--- config.mk ---
export PLATFORM = sky130hd
export DESIGN_NAME = restoring_divider
export DESIGN_NICKNAME = d
export VERILOG_FILES = /design/src/rtl/cpu_pkg.sv /design/src/rtl/carry_ripple_adder.sv /design/src/rtl/restoring_divider.sv
export SDC_FILE = /design/constraint.sdc
export NUM_CORES = 1
export LEC_CHECK = 0
export BUFFER_PORTS_ARGS = -buffer_cell sky130_fd_sc_hd__buf_2
export CORE_UTILIZATION = 59
export CTS_BUF_LIST = sky130_fd_sc_hd__clkbuf_4 sky130_fd_sc_hd__clkbuf_8 sky130_fd_sc_hd__clkbuf_16
export CTS_CLUSTER_SIZE = 40
export DETAILED_ROUTE_END_ITERATION = 10
export PLACE_DENSITY = 0.88
export SLEW_MARGIN = 20
export SYNTH_ARGS = -nofsm -noshare
export SYNTH_HDL_FRONTEND = slang
export SYNTH_HIERARCHICAL = 1
export SYNTH_SLANG_ARGS = --single-unit
--- constraint.sdc ---
create_clock -name clk_i -period 6.7 [get_ports clk_i]
set_clock_uncertainty 0.1 [all_clocks]
set_input_delay 1.005 -clock clk_i [delete_from_list [all_inputs] [get_ports clk_i]]
set_output_delay 1.005 -clock clk_i [all_outputs]
set_load 0.05 [all_outputs]
--- src/rtl/cpu_pkg.sv ---
// rtl/cpu_pkg.sv - shared ALU constants: divider FSM encoding and counter sizing
//
// Purpose: definitions shared by the 4-bit CPU ALU blocks.
// Ports:   none (package).

package cpu_pkg;

  // Divider control FSM encoding.
  typedef enum logic [1:0] {
    DIV_IDLE = 2'd0,
    DIV_RUN  = 2'd1,
    DIV_DONE = 2'd2
  } div_state_e;

  // Iteration counter width for an N-bit divider. It must hold the value N itself.
  function automatic int div_cnt_bits(input int n);
    return $clog2(n) + 1;
  endfunction

endpackage

--- src/rtl/carry_ripple_adder.sv ---
// rtl/carry_ripple_adder.sv - parameterised ripple-carry adder
//
// Purpose: sum_o = a_i + b_i + carry_i, with the carry out of the top bit on carry_o.
// Ports:
//   a_i, b_i  in   CRA_BIT_NUMB  addends
//   carry_i   in   1             carry into bit 0
//   sum_o     out  CRA_BIT_NUMB  sum
//   carry_o   out  1             carry out of the MSB

module carry_ripple_adder #(
  parameter int CRA_BIT_NUMB = 5
) (
  input  logic [CRA_BIT_NUMB-1:0] a_i,
  input  logic [CRA_BIT_NUMB-1:0] b_i,
  input  logic                    carry_i,
  output logic [CRA_BIT_NUMB-1:0] sum_o,
  output logic                    carry_o
);

  logic c;

  always_comb begin
    sum_o = '0;
    c     = carry_i;
    for (int i = 0; i < CRA_BIT_NUMB; i++) begin
      sum_o[i] = a_i[i] ^ b_i[i] ^ c;
      c        = (a_i[i] & b_i[i]) | (c & (a_i[i] ^ b_i[i]));
    end
    carry_o = c;
  end

endmodule

--- src/rtl/restoring_divider.sv ---
// rtl/restoring_divider.sv - multi-cycle unsigned restoring divider, one quotient bit per clock
//
// Purpose: computes quotient/remainder by repeated trial subtraction on a
// carry_ripple_adder. A zero divisor returns all-ones quotient and the dividend as remainder.
// Ports:
//   clk_i          in   1  clock, rising edge
//   rst_i          in   1  asynchronous active-high reset
//   start_i        in   1  operation request; taken only while ready_o=1
//   dividend_i     in   N  unsigned dividend, sampled on accept
//   divisor_i      in   N  unsigned divisor, sampled on accept
//   ready_o        out  1  high in IDLE and DONE
//   valid_o        out  1  one-cycle result strobe
//   quotient_o     out  N  quotient, held until replaced
//   remainder_o    out  N  remainder, held until replaced
//   div_by_zero_o  out  1  last result was a divide by zero

module restoring_divider
  import cpu_pkg::*;
#(
  parameter int DIV_BIT_NUMB = 4
) (
  input  logic                    clk_i,
  input  logic                    rst_i,
  input  logic                    start_i,
  input  logic [DIV_BIT_NUMB-1:0] dividend_i,
  input  logic [DIV_BIT_NUMB-1:0] divisor_i,
  output logic                    ready_o,
  output logic                    valid_o,
  output logic [DIV_BIT_NUMB-1:0] quotient_o,
  output logic [DIV_BIT_NUMB-1:0] remainder_o,
  output logic                    div_by_zero_o
);

  localparam int N     = DIV_BIT_NUMB;
  localparam int CNT_W = div_cnt_bits(N);
  localparam logic [CNT_W-1:0] CNT_LOAD = CNT_W'(N);
  localparam logic [CNT_W-1:0] CNT_ONE  = CNT_W'(1);

  div_state_e       state_q, state_d;
  logic [CNT_W-1:0] cnt_q;
  logic [N-1:0]     rem_q, quo_q, divisor_q;
  logic [N-1:0]     rem_next, quo_next;
  logic [N:0]       add_a, add_b, trial;
  logic             no_borrow;
  logic             accept;
  logic             trial_msb_unused;

  // Trial subtraction a - divisor as a + ~divisor + 1; carry out means no borrow.
  assign add_a = {rem_q, quo_q[N-1]};
  assign add_b = ~{1'b0, divisor_q};

  carry_ripple_adder #(
    .CRA_BIT_NUMB(N + 1)
  ) u_sub (
    .a_i     (add_a),
    .b_i     (add_b),
    .carry_i (1'b1),
    .sum_o   (trial),
    .carry_o (no_borrow)
  );

  // When the subtraction succeeds the difference is below the divisor, so its MSB is always zero.
  assign trial_msb_unused = trial[N];

  assign rem_next = no_borrow ? trial[N-1:0] : add_a[N-1:0];
  assign quo_next = {quo_q[N-2:0], no_borrow};

  always_ff @(posedge clk_i or posedge rst_i) begin
    if (rst_i) state_q <= DIV_IDLE;
    else       state_q <= state_d;
  end

  always_comb begin
    state_d = state_q;
    ready_o = 1'b0;
    valid_o = 1'b0;
    accept  = 1'b0;
    case (state_q)
      DIV_IDLE, DIV_DONE: begin
        ready_o = 1'b1;
        valid_o = (state_q == DIV_DONE);
        state_d = DIV_IDLE;
        if (start_i) begin
          accept  = 1'b1;
          state_d = (divisor_i == '0) ? DIV_DONE : DIV_RUN;
        end
      end
      DIV_RUN: begin
        if (cnt_q == CNT_ONE) state_d = DIV_DONE;
      end
      default: state_d = DIV_IDLE;
    endcase
  end

  always_ff @(posedge clk_i or posedge rst_i) begin
    if (rst_i) begin
      cnt_q         <= '0;
      rem_q         <= '0;
      quo_q         <= '0;
      divisor_q     <= '0;
      quotient_o    <= '0;
      remainder_o   <= '0;
      div_by_zero_o <= 1'b0;
    end else if (accept) begin
      divisor_q <= divisor_i;
      quo_q     <= dividend_i;
      rem_q     <= '0;
      if (divisor_i == '0) begin
        // Zero divisor skips RUN, so the result is published on the accept edge.
        cnt_q         <= '0;
        quotient_o    <= '1;
        remainder_o   <= dividend_i;
        div_by_zero_o <= 1'b1;
      end else begin
        cnt_q <= CNT_LOAD;
      end
    end else if (state_q == DIV_RUN) begin
      cnt_q <= cnt_q - CNT_ONE;
      rem_q <= rem_next;
      quo_q <= quo_next;
      if (cnt_q == CNT_ONE) begin
        quotient_o    <= quo_next;
        remainder_o   <= rem_next;
        div_by_zero_o <= 1'b0;
      end
    end
  end

endmodule

==> impl_metrics.ini <==
[yosys]
netlist_area_um2 = 1348
synth_cells = 130
syn_avg_cell_area_um2 = 10.37
yosys_warnings = 6

[setup_path]
crit_buf_inv = 4
cpPeakStageDelay_ns = 0.44
critPathRequiredTime_ns = 6.81
critPathMaxFanout = 6
worstPathArrival_ns = 3.28
crit_path_frequent_cell = fa_1
crit_path_top_delay_cell = dfrtp_1
startpoint_type = flop
path_cells = fa_1 > inv_1 > fa_1 > inv_1 > fa_1 > fa_1 > inv_1 > fa_1 > inv_1 > mux2i_1 > a21oi_1 > mux2_2
endpoint_kind = flop
cpLargestDelayFamily = adder cells
crit_type = flop to flop
r2r_setup_slack_ns = 3.53

[detailed_routing]
drc = 0
avgRoutedWirePerCell_um = 15.14
via_count = 1002
firstDrtPassIters = 4
antenna_left = 0
viasPerCell = 5.726
wl_um = 2650
drt_iter0_drc = 26

[finish]
fin_nets = 168
drive_gt1_share_pct = 23.65
syn2layout_area_growth_pct = 10.31
antenna_cells = 0
n_fill_cell = 145
utilization_pct = 72.09
final_cell_area_um2 = 1486

[floorplanning]
die_w_um = 49.79
coreArea_um2 = 2062
start_util_pct = 65.35
fp.dieH_um = 49.79
fp-row-count = 16
fp.dieArea_um2 = 2479
num_io_pins = 22

[global_routing]
grt_pass1_wl_um = 4554
track_usage_pct = 25.08
globalRouteOverflowTotal = 0
antenna_found_initial = 0
grt_max_degree = 27
first_global_vias = 1005

[clock_tree]
cts_tree = yes
clockBufferDepth = 2
postCtsHoldBufs = 0
path_clk_slew_ns = 0.13
ctsHtreeMaxLevel = 1
clock-sinks = 26
clockRootBuffer = clkbuf_4
numCtsBuffers = 3
clk_latency_ns = 0.32
cts_setup_buffers = 0
ctsResizeCount = 0

[timing]
fin_hold_ws_ns = 0.3883
finalSetupViolCount = 0
final.min_clock_period_ns = 3.173
fin_setup_tns_ns = 0
rsz0062_at_grt = false
finalHoldViolations = 0
tightest_slew_ns = 0.9085
fmax_ghz = 0.3152
final_max_slew_viol_count = 0
slew_headroom_pct = 39.06
post-route-period-util_pct = 47.36

[place]
postPlaceCellArea_um2 = 1461
place_congestion = 0.8542
dp_hpwl_um = 1946
port_buffers = 21

[status]
status = finished, final reports clean

[worst_hold_path]
hold_path.class = flop to flop

[flow_run]
maxCapViolCount = 0
[path summary, 6_finish.rpt]
check / end / cells after the start / from
min reg2reg: div_by_zero_o / 1 / div_by_zero_o
max: remainder_o[3] / 12 / quo_q[3]
max in group asynchronous: rem_q[2] / 2 / rst_i
max reg2reg: remainder_o[3] / 12 / quo_q[3]
min in group asynchronous: quo_q[1] / 2 / rst_i
min: div_by_zero_o / 1 / div_by_zero_o
[per-layer routing]
| metal | share of wire (%) | GRT usage [%] | wire length [µm] | up-vias |
|---|---|---|---|---|
| met5 | 0 | 0 | 0 | - |
| met4 | 2.6 | 11.43 | 70 | 0 |
| met3 | 5.8 | 4.012 | 154 | 11 |
| met2 | 49 | 41.67 | 1295 | 54 |
| met1 | 43 | 32.09 | 1129 | 472 |
| li1 | - | - | - | 465 |
[area by class of cell]
type	instances	area, µm²	share of cell area [%]
multi-input cells	81	610.6	41.08
repair buffers	21	105.1	7.071
clock buffers	3	22.52	1.515
inverters	17	63.81	4.293
flip-flops and latches	26	650.6	43.77
well taps	27	33.78	2.273
[registers in the layout, summed over array words and instances (netlist names)]
register       flops
cnt_q              3
div_by_zero_o      1
divisor_q          4
quo_q              4
quotient_o         4
rem_q              4
remainder_o        4
state_q            2
[placed cells by master (no fill, tap or decap), types with 5 or more instances in the layout]
| cell type | n |
|---|---|
| nor2_1 | 5 |
| dfrtp_1 | 26 |
| nand2_1 | 10 |
| inv_1 | 16 |
| buf_2 | 21 |
| a21oi_1 | 5 |
| o21ai_0 | 7 |
| nand3_1 | 5 |
| fa_1 | 5 |
[stage by stage]
stage	worst slack, ns	std cells
6_report	3.527	175
5_1_grt	3.420	175
4_1_cts	3.549	175
3_5_place_dp	3.548	172
3_3_place_gp	3.697	172
2_1_floorplan	3.758	131
Power is not shown: default switching activity piles up to over one toggle a cycle in this logic, so the estimate is an artifact.
